==> src/rtl/fifo_stream_reader_pkg.sv <==
// fifo_stream_reader_pkg: shared sizes and pointer helper for the FIFO stream reader.
package fifo_stream_reader_pkg;
    localparam int FRD_BUF_DEPTH = 3;
    localparam int FRD_PTR_W = 2;
    localparam int FRD_BURST_W = 16;

    function automatic logic [FRD_PTR_W-1:0] frd_ptr_inc(input logic [FRD_PTR_W-1:0] p);
        return (p == FRD_PTR_W'(FRD_BUF_DEPTH - 1)) ? '0 : p + 2'd1;
    endfunction
endpackage

==> src/rtl/fifo_reader_skid_buf.sv <==
// fifo_reader_skid_buf: 3-entry circular buffer with push/pop, head/tail pointers and occupancy.
module fifo_reader_skid_buf
    import fifo_stream_reader_pkg::*;
#(
    parameter int WIDTH = 32
) (
    input  logic                 clk,
    input  logic                 reset,
    input  logic                 push,
    input  logic [WIDTH-1:0]     din,
    input  logic                 pop,
    output logic [WIDTH-1:0]     head_data,
    output logic [FRD_PTR_W-1:0] occ
);
    logic [WIDTH-1:0]     mem [FRD_BUF_DEPTH];
    logic [FRD_PTR_W-1:0] head, tail;

    // Entries are cleared on reset so the head reads as zero afterwards.
    always_ff @(posedge clk) begin
        if (reset) begin
            mem  <= '{default: '0};
            head <= '0;
            tail <= '0;
            occ  <= '0;
        end else begin
            if (push) begin
                mem[tail] <= din;
                tail      <= frd_ptr_inc(tail);
            end
            if (pop) head <= frd_ptr_inc(head);
            occ <= occ + FRD_PTR_W'(push) - FRD_PTR_W'(pop);
        end
    end

    assign head_data = mem[head];
endmodule

==> src/rtl/fifo_stream_reader.sv <==
// fifo_stream_reader: drains a 1-cycle-latency FIFO read port into a valid/ready stream.
// Optional FIFO_READER_LAST_EN adds burst_len / m_last burst framing.
module fifo_stream_reader
    import fifo_stream_reader_pkg::*;
#(
    parameter int WIDTH = 32
) (
    input  logic                   clk,
    input  logic                   reset,
    output logic                   fifo_re,
    input  logic [WIDTH-1:0]       fifo_dout,
    input  logic                   fifo_empty,
    output logic                   m_valid,
    input  logic                   m_ready,
    output logic [WIDTH-1:0]       m_data
`ifdef FIFO_READER_LAST_EN
    ,
    input  logic [FRD_BURST_W-1:0] burst_len,
    output logic                   m_last
`endif
);
`ifdef FIFO_READER_LAST_EN
    localparam int BW = WIDTH + 1;
`else
    localparam int BW = WIDTH;
`endif

    logic                 inflight;
    logic                 pop;
    logic [FRD_PTR_W-1:0] occ;
    logic [BW-1:0]        din, head;

    // Credit counts words already buffered plus the one still coming back from the FIFO.
    assign fifo_re = !reset && !fifo_empty &&
                     (({1'b0, occ} + {2'b0, inflight}) < 3'(FRD_BUF_DEPTH));
    assign m_valid = (occ != '0);
    assign pop     = m_valid && m_ready;

    always_ff @(posedge clk) begin
        if (reset) inflight <= 1'b0;
        else       inflight <= fifo_re;
    end

`ifdef FIFO_READER_LAST_EN
    logic [FRD_BURST_W-1:0] cnt, eff_len, new_len, cur_len;
    logic                   last_in;

    // Framing is decided as each word enters the buffer; order is preserved so it
    // matches the word's position at pop time.
    assign new_len = (burst_len == '0) ? FRD_BURST_W'(1) : burst_len;
    assign cur_len = (cnt == '0) ? new_len : eff_len;
    assign last_in = (cnt + 1'b1) == cur_len;
    assign din     = {last_in, fifo_dout};
    assign {m_last, m_data} = head;

    always_ff @(posedge clk) begin
        if (reset) begin
            cnt     <= '0;
            eff_len <= '0;
        end else if (inflight) begin
            eff_len <= cur_len;
            cnt     <= last_in ? '0 : cnt + 1'b1;
        end
    end
`else
    assign din    = fifo_dout;
    assign m_data = head;
`endif

    fifo_reader_skid_buf #(.WIDTH(BW)) u_buf (
        .clk       (clk),
        .reset     (reset),
        .push      (inflight),
        .din       (din),
        .pop       (pop),
        .head_data (head),
        .occ       (occ)
    );
endmodule

==> config.mk <==
export PLATFORM = sky130hd
export DESIGN_NAME = fifo_stream_reader
export DESIGN_NICKNAME = d
export VERILOG_FILES = /design/src/rtl/fifo_stream_reader_pkg.sv /design/src/rtl/fifo_reader_skid_buf.sv /design/src/rtl/fifo_stream_reader.sv
export SDC_FILE = /design/constraint.sdc
export NUM_CORES = 1
export LEC_CHECK = 0
export CAP_MARGIN = 0
export CORE_UTILIZATION = 51
export CTS_BUF_LIST = sky130_fd_sc_hd__clkbuf_2 sky130_fd_sc_hd__clkbuf_4 sky130_fd_sc_hd__clkbuf_8
export CTS_CLUSTER_DIAMETER = 30
export DETAILED_ROUTE_END_ITERATION = 6
export GPL_TIMING_DRIVEN = 0
export PLACE_DENSITY = 0.75
export SKIP_LAST_GASP = 1
export SLEW_MARGIN = 0
export SYNTH_ARGS = -nofsm -noshare
export SYNTH_HDL_FRONTEND = slang
export SYNTH_SLANG_ARGS = --single-unit
==> constraint.sdc <==
create_clock -name clk -period 1.3 [get_ports clk]
set_input_delay 0.195 -clock clk [delete_from_list [all_inputs] [get_ports clk]]
set_output_delay 0.195 -clock clk [all_outputs]
set_load 0.05 [all_outputs]
==> results of run 1 <==
-- power by group --
group	switching, W	leakage [nW]	internal [W]
logic	0.00206	2.02	0.00225
registers	0.000213	0.838	0.00334
clock network	0.00117	0.0840	0.000903
total	0.00344	2.95	0.00650
-- sequential cells by signal, indices dropped and copies added (netlist names) --
signal / flops
u_buf.mem: 96
u_buf.head: 2
u_buf.occ: 2
u_buf.tail: 2
inflight: 1
-- path summary, 6_finish.rpt --
kind,startpoint,cells past startpoint,endpoint,slack [ps]
setup / recovery,u_buf.head[0],5,m_data[24],-560
hold / removal,reset,3,u_buf.mem[29],420
setup reg to reg,u_buf.occ[0],7,u_buf.occ[1],-140
hold reg to reg,u_buf.mem[26],2,u_buf.mem[26],480
-- tightest hold or removal path: cells and delay by family --
family	cells	cell delay, ps
and+or+nand+nor	1	240
muxes	1	120
buffers and inverters	1	200
-- cell type report --
| cell class | instances | area share [%] |
|---|---|---|
| Multi-Input combinational cell | 346 | 46.4 |
| Sequential cell | 103 | 27.4 |
| Timing Repair Buffer | 101 | 15.2 |
| Buffer | 39 | 6.26 |
| Tap cell | 129 | 2.13 |
| Clock buffer | 10 | 1.73 |
| Clock inverter | 5 | 0.791 |
| Inverter | 2 | 0.0988 |
-- stage by stage --
step                cells  setup slack [ps]  util [%]
floorplan             493              -312         -
global placement      690              -995      68.4
detailed placement    690             -1030      68.4
CTS                   718              -602      77.4
global route          735              -595      81.8
finish                735              -565      81.8
-- kinds of logic (layout without fill, tap and decap cells) --
| group | Yosys count | in the layout | synth area share, % |
|---|---|---|---|
| simple gates | 174 | 174 | 20.7 |
| mux | 130 | 130 | 26.6 |
| flops | 103 | 103 | 42.1 |
| buf+inv | 44 | 157 | 4.39 |
| compound gates | 37 | 37 | 4.80 |
| fa+ha+maj | 4 | 4 | 1.02 |
| xor+xnor | 1 | 1 | 0.459 |
-- synthesized netlist by cell type, types with 2 or more instances --
master and instances:
nand3b_1 2, buf_1 3, nor2b_1 2, buf_4 5, inv_1 2, a21oi_1 2, mux2i_1 129, dfxtp_1 103
nand2_1 32, buf_2 10, ha_1 4, o22ai_1 32, clkbuf_1 22, nand2b_1 131, a2111oi_0 2
-- timing repair --
item                       CTS  global route
gates cloned                 4             8
setup endpoints to repair  106           121
setup buffers               10            11
pin swaps                    4             8
gates resized for setup    317            49
-- metal layers --
metal | track usage (%) | share of wire, % | vias to the layer above
met5 | 0 | 0 | -
met1 | 34.0 | 44 | 2004
met4 | 10.0 | 2.4 | 0
li1 | - | - | 1908
met2 | 49.2 | 51 | 83
met3 | 3.97 | 2.5 | 25
==> run metrics, run 1 <==
gr usage total 27.6%; clk slew on worst S/H paths 100 ps; worst path cell trace buf_6 > buf_16 > mux2i_4 > o22ai_4 > buf_6; Synth Instances 493; nets 642; commonest non-fill, non-tap cell in the layout nand2b_1; most frequent CP cell buf_6; CTS Buf Count 9; final wirelength 14.3 mm; initial antenna violation count 0; Mean Syn Cell Area 9.95 sq um; yosys warns 0; Row Count 35; fill count 558; Num Clock Sinks 103; setup_tns -17550 ps; clk_lat worst skew 370 ps; max frequency 536 MHz; CTS H-tree depth 3; GPL Wtd Cong 0.736; clock root buffer clkbuf_8; syn nets 533; Vias/cell 5.47; Seq/Total Area, Yosys 42.1%; synthesized area 4900 sq um; post-detail-place hpwl 8.37 mm; power per cell area 1310 nW/um^2; Hold Fails Final Rpt 0; Max Transition Viols Final 0; # port buffers 68; global-route wire length before repair 21.3 mm; largest net degree at the start of global routing 19; Pre-antenna DRT Iters 4; LEAKAGE 2.95 nW; most frequent cells in the layout nand2b_1 (131), mux2i_1 (98), dfxtp_1 (97); CP Data Arrival Time 1670 ps; wire per inst 19.4 um; CP Capture Type output pin; outcome complete, but fails checks; Multi-input gate area 3520 sq um; Worst Skew 9.89 ps; main flop type after synthesis dfxtp_1; drt drc 0; Hold WS 418 ps; Yosys reg bits 103; initial core utilization 52.8%; power consumption 0.00994 W; Yosys cell types 27; cts hold-fix bufs 0; total grt overflow 0; vias in the first global route 4124; core area 9280 sq um; Synth area leader dfxtp_1; ranking of synthesized cells by area dfxtp_1 (42%), mux2i_1 (26%), nand2b_1 (17%), o22ai_1 (4.1%), nand2_1 (2.4%); post-route ant nets 0; crit path kind register to output pin; VDD IR-drop max 0.736 mV; DIE AREA 10000 sq um; startpoint types register; drt initial violations 119; final worst setup slack -565 ps; Longest Clk Path Bufs 2; final worst-path cycle share 143%; Final setup viols 56; Worst path top cell family by delay buffers and inverters; share of the synthesized area in the top cell type 42.1%; die width 100 um; RSZ-0062 raised after global routing true; design area 7590 sq um; Layout area overhead 54.9%; CTS tree yes; DR vias 4020; Ant. Diodes 0; Final Critical Period 1860 ps; share of layout cells above drive strength 1 31.2%; Post-synth EDFFs 0; die height 100 um; FF/Latch Area 2080 sq um; CP bufs+invs 3; CP max stage delay 450 ps; I/O Pins 70; ys async rst share 0%; Post-DP Area 6350 sq um; Hold Crit Class primary input to register; Slowest-stage cell, CP dfxtp_4; Max-Slew Margin vs Limit 62.5%; Worst-Margin Slew 563 ps; Worst EP required 1110 ps; max-cap violations 0; CP max FO 5; failing checks negative setup slack
Note: power is estimated with default switching activity, not from simulation.
==> inputs of run 2 (changes only) <==
Settings changed: CORE_UTILIZATION 51 to 61, PLACE_DENSITY 0.75 to 0.85.
Clock period 1.3 ns to 2.4 ns, I/O delays scaled along.
==> run metrics, run 2 (synthesis gave the netlist of run 1 again) <==
post-detail-place hpwl 7.99 mm; clk_lat worst skew 360 ps; CP Data Arrival Time 2060 ps; final worst setup slack -22.8 ps; Final Critical Period 2420 ps; max reg flops 96; failing checks negative setup slack; # port buffers 68; Max Transition Viols Final 0; max-cap violations 0; Hold Crit Class register to register; Pre-antenna DRT Iters 6; crit path kind register to output pin; total grt overflow 0; CTS H-tree depth 3; Non-Filler Instances 678; outcome complete, but fails checks; Hold Fails Final Rpt 0; share of layout cells above drive strength 1 12.8%; Num Clock Sinks 103; DR vias 3799; LEAKAGE 2.54 nW; power consumption 0.00436 W; nets 612; power per cell area 743 nW/um^2; max frequency 413 MHz; RSZ-0062 raised after global routing true; Largest Register u_buf.mem; Vias/cell 5.60; CP max FO 10; largest net degree at the start of global routing 16; GPL Wtd Cong 0.752; setup_tns -22.8 ps; core area 7770 sq um; die height 91.7 um; startpoint types register; post-route ant nets 0; Layout Utilization 75.6%; wire per inst 17.1 um; most frequent cells in the layout nand2b_1 (131), mux2i_1 (129), dfxtp_1 (102); initial core utilization 63.1%; clock root buffer clkbuf_8; final worst-path cycle share 101%; Ant. Diodes 0; vias in the first global route 3944; drt drc 0; Layout area overhead 19.7%; clk slew on worst S/H paths 90 ps; setup repair bufs after CTS 0; Worst EP required 2040 ps; drt initial violations 138; final wirelength 11.6 mm; Inst Count DP 663; CTS Buf Count 9; initial antenna violation count 0; global-route wire length before repair 19.0 mm; fill count 601; gr usage total 28.8%; DIE AREA 8400 sq um; Worst-Margin Slew 485 ps; Final setup viols 1; die width 91.7 um; CP Capture Type output pin; Longest Clk Path Bufs 2; Max-Slew Margin vs Limit 67.6%; CTS tree yes; I/O Pins 70; VDD IR-drop max 0.471 mV; r2r setup slk 930 ps; Row Count 32; Worst Skew 7.61 ps; commonest non-fill, non-tap cell in the layout nand2b_1
run 2: cell count changes in the layout (fill, tap and decap cells not counted), moves of 16 or more:
cell	previous run	this run
mux2i_4	29	0
buf_2	1	20
o22ai_1	0	32
o22ai_4	32	0
mux2i_1	98	129
clkbuf_2	1	17
buf_6	40	2
run 2: path summary, 6_finish.rpt:
check	cells after the start	end	start
worst max-delay path	5	m_data[5]	u_buf.head[1]
worst min-delay path	2	u_buf.mem[46]	u_buf.mem[46]
worst max register to register	6	u_buf.occ[1]	u_buf.occ[0]
worst min register to register	2	u_buf.mem[46]	u_buf.mem[46]
run 2: area by class of cell:
| class | instances | area (sq um) | share of cell area, % |
|---|---|---|---|
| repair buffers | 68 | 577 | 9.83 |
| inverters | 2 | 7.51 | 0.128 |
| flip-flops and latches | 103 | 2060 | 35.2 |
| plain buffers | 42 | 228 | 3.88 |
| well taps | 102 | 128 | 2.17 |
| clock inverters | 4 | 95.1 | 1.62 |
| clock buffers | 11 | 139 | 2.37 |
| multi-input cells | 346 | 2630 | 44.9 |
run 2: metrics by stage:
step	cell area (sq um)	hold slack (ps)	worst slack, ps
3_3_place_gp	5720	458	-111
4_1_cts	5950	480	-59.4
5_1_grt	5870	500	-130
6_report	5870	480	-22.8
3_5_place_dp	5720	464	-154
2_1_floorplan	4910	443	66.4
run 2: routing by layer:
metal | up-vias | global-route usage (%) | wire, um
met5 | - | 0 | 0
met4 | 0 | 11.0 | 169
met3 | 17 | 6.05 | 459
met2 | 98 | 51.2 | 5870
met1 | 1849 | 33.9 | 5120
li1 | 1835 | - | -
run 2: critical path, cell delays in order, from the launching register on:
cell	delay [ps]
dfxtp_1	390
buf_2	270
clkbuf_4	270
nand2_1	80
o22ai_1	160
clkdlybuf4s15_1	520
run 2: where the power goes:
group	internal, W	total (W)	switching (W)
Clock	0.000709	0.00127	0.000560
Combinational	0.000495	0.00123	0.000735
Sequential	0.00180	0.00186	0.0000602
Total	0.00300	0.00436	0.00135
run 2: what timing repair did:
action,in CTS,in global routing
hold buffers,0,0
endpoints found under the hold margin,0,0
endpoints found under the setup margin,33,27
cloned,0,0
resized for setup,85,43
